### src/rtl/cpu_pkg.sv
// Shared CPU constants and types for the integer register file.
package cpu_pkg;

    localparam int DATA_W   = 64;
    localparam int NUM_REGS = 32;
    localparam int ZERO_REG = 31;
    localparam int IDX_W    = 5;
    localparam int MUX_N    = 1 << IDX_W;

    typedef logic [IDX_W-1:0] reg_idx_t;

endpackage

### src/rtl/mux32_1.sv
// One-bit 32:1 selector used as the per-bit read column of the register file.
module mux32_1
    import cpu_pkg::*;
(
    input  logic [MUX_N-1:0] d,
    input  reg_idx_t         sel,
    output logic             y
);

    assign y = d[sel];

endmodule

### src/rtl/reg_file_bypass.sv
// Two-read/one-write register file with a hardwired zero register,
// same-cycle write-to-read bypass and a saturating write counter.
module reg_file_bypass
    import cpu_pkg::*;
#(
    parameter int DATA_W   = cpu_pkg::DATA_W,
    parameter int NUM_REGS = cpu_pkg::NUM_REGS,
    parameter int ZERO_REG = cpu_pkg::ZERO_REG
) (
    input  logic              clk,
    input  logic              rst_n,
    input  logic              wr_en,
    input  reg_idx_t          wr_addr,
    input  logic [DATA_W-1:0] wr_data,
    input  reg_idx_t          rd_addr_a,
    input  reg_idx_t          rd_addr_b,
    output logic [DATA_W-1:0] rd_data_a,
    output logic [DATA_W-1:0] rd_data_b,
    output logic [7:0]        wr_count
);

    logic [MUX_N-1:0]  wr_sel;
    logic              commit;
    logic [DATA_W-1:0] q_arr [MUX_N];
    logic [MUX_N-1:0]  col   [DATA_W];
    logic [DATA_W-1:0] mux_a;
    logic [DATA_W-1:0] mux_b;
    logic              byp_a;
    logic              byp_b;

    // One-hot write enable; the zero register and indices past NUM_REGS never fire.
    // NOTE: every always_comb output gets a default first so no path leaves it unassigned (no latch).
    always_comb begin
        wr_sel = '0;
        if (wr_en)
            wr_sel[wr_addr] = 1'b1;
        for (int i = 0; i < MUX_N; i++)
            if (i == ZERO_REG || i >= NUM_REGS)
                wr_sel[i] = 1'b0;
    end

    assign commit = |wr_sel;

    for (genvar i = 0; i < MUX_N; i++) begin : g_reg
        if (i == ZERO_REG || i >= NUM_REGS) begin : g_zero
            assign q_arr[i] = '0;
        end else begin : g_store
            logic [DATA_W-1:0] q;
            // NOTE: storage is flops, not a RAM macro, so it can and must clear on reset;
            // sequential state is updated with non-blocking assignments only.
            always_ff @(posedge clk or negedge rst_n) begin
                if (!rst_n)
                    q <= '0;
                else if (wr_sel[i])
                    q <= wr_data;
            end
            assign q_arr[i] = q;
        end
    end

    // Transpose storage into per-bit columns feeding the 32:1 selectors.
    always_comb begin
        for (int b = 0; b < DATA_W; b++) begin
            col[b] = '0;
            for (int i = 0; i < MUX_N; i++)
                col[b][i] = q_arr[i][b];
        end
    end

    for (genvar b = 0; b < DATA_W; b++) begin : g_bit
        mux32_1 u_mux_a (.d(col[b]), .sel(rd_addr_a), .y(mux_a[b]));
        mux32_1 u_mux_b (.d(col[b]), .sel(rd_addr_b), .y(mux_b[b]));
    end

    // wr_sel already excludes the zero register, so it doubles as the bypass match.
    assign byp_a = wr_sel[rd_addr_a];
    assign byp_b = wr_sel[rd_addr_b];

    assign rd_data_a = !rst_n ? '0 : (byp_a ? wr_data : mux_a);
    assign rd_data_b = !rst_n ? '0 : (byp_b ? wr_data : mux_b);

    always_ff @(posedge clk or negedge rst_n) begin
        if (!rst_n)
            wr_count <= '0;
        else if (commit && wr_count != 8'hFF)
            wr_count <= wr_count + 8'd1;
    end

endmodule

### config.mk
export PLATFORM = sky130hd
export DESIGN_NAME = reg_file_bypass
export DESIGN_NICKNAME = d
export VERILOG_FILES = /design/src/rtl/cpu_pkg.sv /design/src/rtl/mux32_1.sv /design/src/rtl/reg_file_bypass.sv
export SDC_FILE = /design/constraint.sdc
export NUM_CORES = 2
export LEC_CHECK = 0
export CORE_ASPECT_RATIO = 0.6
export CORE_MARGIN = 10
export CORE_UTILIZATION = 60
export CTS_CLUSTER_SIZE = 14
export DETAILED_ROUTE_END_ITERATION = 8
export PLACE_DENSITY = 0.82
export REMOVE_ABC_BUFFERS = 1
export SLEW_MARGIN = 40
export SYNTH_ARGS = -nofsm -noshare
export SYNTH_HDL_FRONTEND = slang
export SYNTH_SLANG_ARGS = --single-unit
### constraint.sdc
create_clock -name clk -period 3.09 [get_ports clk]
set_input_delay 0.4635 -clock clk [delete_from_list [all_inputs] [get_ports clk]]
set_output_delay 0.4635 -clock clk [all_outputs]
set_load 0.005 [all_outputs]
==> impl_metrics.tcl <==
set metrics [dict create \
    status "complete, but fails checks" \
    violations "setup timing" \
    fin_hold_ws_ns 0.194 \
    worst_pin_slew_ns 0.939 \
    first_global_vias 85500 \
    drtPass1Iterations 6 \
    cp-start-kind "flip-flop" \
    finalInstanceArea_mm2 0.129 \
    fin_crit_ns 3.54 \
    viasPerCell 7.43 \
    final-max-slew-violation-count 0 \
    synth-edff-count 0 \
    ys_seq_area_share_pct 46.0 \
    power_leakage_uw 0.0579 \
    setup_violations 120 \
    synth_seq_cells 1992 \
    clock.fmax_ghz 0.283 \
    htreeDepth 4 \
    vias 82700 \
    path_class "reg -> out" \
    arrival_ns 3.08 \
    critPathMaxStageDelay_ns 0.47 \
    drc 0 \
    slew-limit-headroom_pct 37.4 \
    async_reset_ff_share_pct 100 \
    gp_congestion 0.911 \
    cts_tree "built" \
    die_area_mm2 0.199 \
    slowest_stage "mux4_2" \
    grt.overflow.total 0 \
    start_util_pct 60.6 \
    fin_setup_tns_ns -17.90 \
    fin_ws_ns -0.450 \
    hp-class "in -> async" \
    cts_made_buffers 187 \
    powerDensity_mw_per_mm2 604 \
    drv_cap 0 \
    cp_data_required_time_ns 2.63 \
    drt-total-wl_um 396000 \
    cts-root-buf "clkbuf_16" \
    syn_inst 7962 \
    cts.clk_slew.worst_paths_ns 0.07 \
    grt_max_degree 132 \
    worst_clock_skew_ns 0.000538 \
    endpoint_kind "output pin" \
    rsz0062_at_grt "true" \
    hold_viol 0 \
    drive_gt1_share_pct 50.4 \
    yosys_most_used_dff "dfrtp_1" \
    total_power_uw 78200 \
    clock_sinks 1992 \
    ir_drop_mv 0.557 \
    syn_area_per_cell_um2 13.6 \
    grtUsageTotal_pct 38.7 \
    synth_warnings 0 \
    place_area_mm2 0.119 \
    grt_pass1_wl_um 577000 \
    fin_nets 8714 \
    port_buffers 217 \
    ant_nets 0 \
    die_h_um 349 \
    path_max_fanout 3 \
    period_share_pct 115 \
    clock_path_buffers 4 \
    wire_per_inst_um 35.5 \
    core_mm2 0.179 \
    antenna_found_initial 5 \
    syn_area_mm2 0.108 \
    area_delta_synth_final_pct 19.5 \
    synthDistinctLibCells 67 \
    utilization_pct 72.4 \
    drtIter0Drc 11500 \
    clk_latency_ns 0.87 \
    die_x_um 569 \
    boundaryPins 218 \
    crit_chain "mux4_2, a222oi_1, o21ai_1, a221oi_2, buf_4, a21oi_2, buf_2" \
    fp-row-count 120 \
    dp_hpwl_um 235000 \
]
-- final cells by class --
class                           instances  area [um^2]
Sequential cell                      1992        49900
Fill cell                           10800        49500
Antenna cell                            5         12.5
Timing Repair Buffer                 1343        14300
Clock buffer                          280         5460
Tap cell                             2379         2980
Multi-Input combinational cell       5092        56500
Inverter                               15         76.3
Clock inverter                         35          359
-- cells by family after synthesis --
kind of cell | Yosys count | synth area share (%)
DFF | 1992 | 46.0
and+or+nand+nor | 706 | 2.80
AOI/OAI and AO/OA | 1048 | 6.27
adders and majority gates | 1 | 0.0115
buffers and inverters | 878 | 3.54
xor gates and xnor gates | 13 | 0.105
muxes | 3324 | 41.3
-- cells in the final DEF (no fill, tap or decap), types with 50 or more instances in the layout --
cell,synthesis,routed
buf_2,169,119
clkbuf_1,499,52
a21oi_1,228,165
mux4_2,730,730
dfrtp_1,1992,1990
mux2_2,1871,1871
mux2i_1,723,716
o21ai_0,258,234
clkbuf_16,0,194
buf_6,12,80
buf_12,0,228
o221ai_1,157,149
nand2_1,327,294
nand3_1,53,50
o22ai_1,170,130
buf_4,63,766
clkdlybuf4s50_1,0,72
a21oi_2,0,52
nor2_1,208,197
-- sequential cells by signal (all words and copies together) (netlist names) --
register and flops:
g.g_store.q 1984, wr_count 8
-- worst max-delay path: cells and delay by family, from the launching register on --
kind	cells	cell delay, ns
AO/OA/AOI/OAI	4	1.00
buffers and inverters	2	0.35
flip-flops	1	0.41
multiplexers	1	0.47
-- synth_stat cells, types with 4 or more instances --
cell	number	area (um^2)
nand4_1	5	31.3
mux2_2	1871	21100
mux2i_1	723	7240
o22ai_2	7	87.6
a2111oi_0	8	70.1
o211ai_1	23	173
inv_1	13	48.8
o221ai_1	157	1380
nand4b_1	4	35.0
xnor2_1	8	70.1
clkbuf_1	499	1870
o21bai_1	24	180
nand2_1	327	1230
buf_2	169	846
nor2b_1	47	294
xor2_1	5	43.8
nor2_1	208	781
o22a_1	27	236
o21a_1	17	128
a21o_1	27	203
o2bb2ai_1	10	87.6
mux4_2	730	16400
buf_4	63	473
buf_1	120	450
nand2b_1	8	50.1
o21ai_0	258	1290
a211oi_1	31	233
nor3_1	15	75.1
a21oi_1	228	1140
o311ai_0	6	52.6
and3_1	8	50.1
nor4_1	7	43.8
nand3b_1	5	37.5
dfrtp_1	1992	49800
o32ai_1	22	193
o31a_1	6	52.6
buf_6	12	135
o22ai_1	170	1060
nand3_1	53	265
a31oi_1	4	25.0
-- timing repair --
item | 4_1_cts | 5_1_grt
pin swaps | 133 | 83
setup endpoints to repair | 128 | 128
gates cloned | 21 | 5
resized for setup | 779 | 233
setup buffers | 254 | 72
hold endpoints to repair | 106 | 0
hold buffers | 1 | 0
-- routing by layer --
metal,up-vias,global-route usage [%],part of all wire [%]
met4,8,23.1,7.3
met1,42300,50.9,36
met5,-,0.0242,0.017
met2,6854,54.6,42
met3,1821,14.6,15
li1,31700,-,-
-- report_power, final --
| part | switching [uW] | internal [uW] |
|---|---|---|
| clock | 10500 | 12600 |
| sequential | 4140 | 31200 |
| combinational | 8630 | 11200 |
| total | 23300 | 55000 |
-- per-stage QoR --
stage / cells / worst slack [ns]
5_1_grt: 11100 / -0.573
3_3_place_gp: 10500 / -0.967
4_1_cts: 11100 / -0.407
3_5_place_dp: 10500 / -1.04
6_report: 11100 / -0.450
2_1_floorplan: 7099 / -5.14
-- path summary, 6_finish.rpt --
path                       depth (start not counted)                       to               startpoint  slack [ns]
min in group clk                                   6              wr_count[3]               wr_addr[1]        0.33
hold / removal                                     2  g_reg[30].g_store.q[63]                    rst_n        0.19
setup / recovery                                   7            rd_data_a[15]  g_reg[16].g_store.q[15]       -0.45
hold reg to reg                                    1              wr_count[5]              wr_count[5]        0.50
max in group asynchronous                          5   g_reg[22].g_store.q[6]                    rst_n        0.79
setup reg to reg                                   7              wr_count[7]              wr_count[0]        1.34
Power figures use the tool's default switching activity.
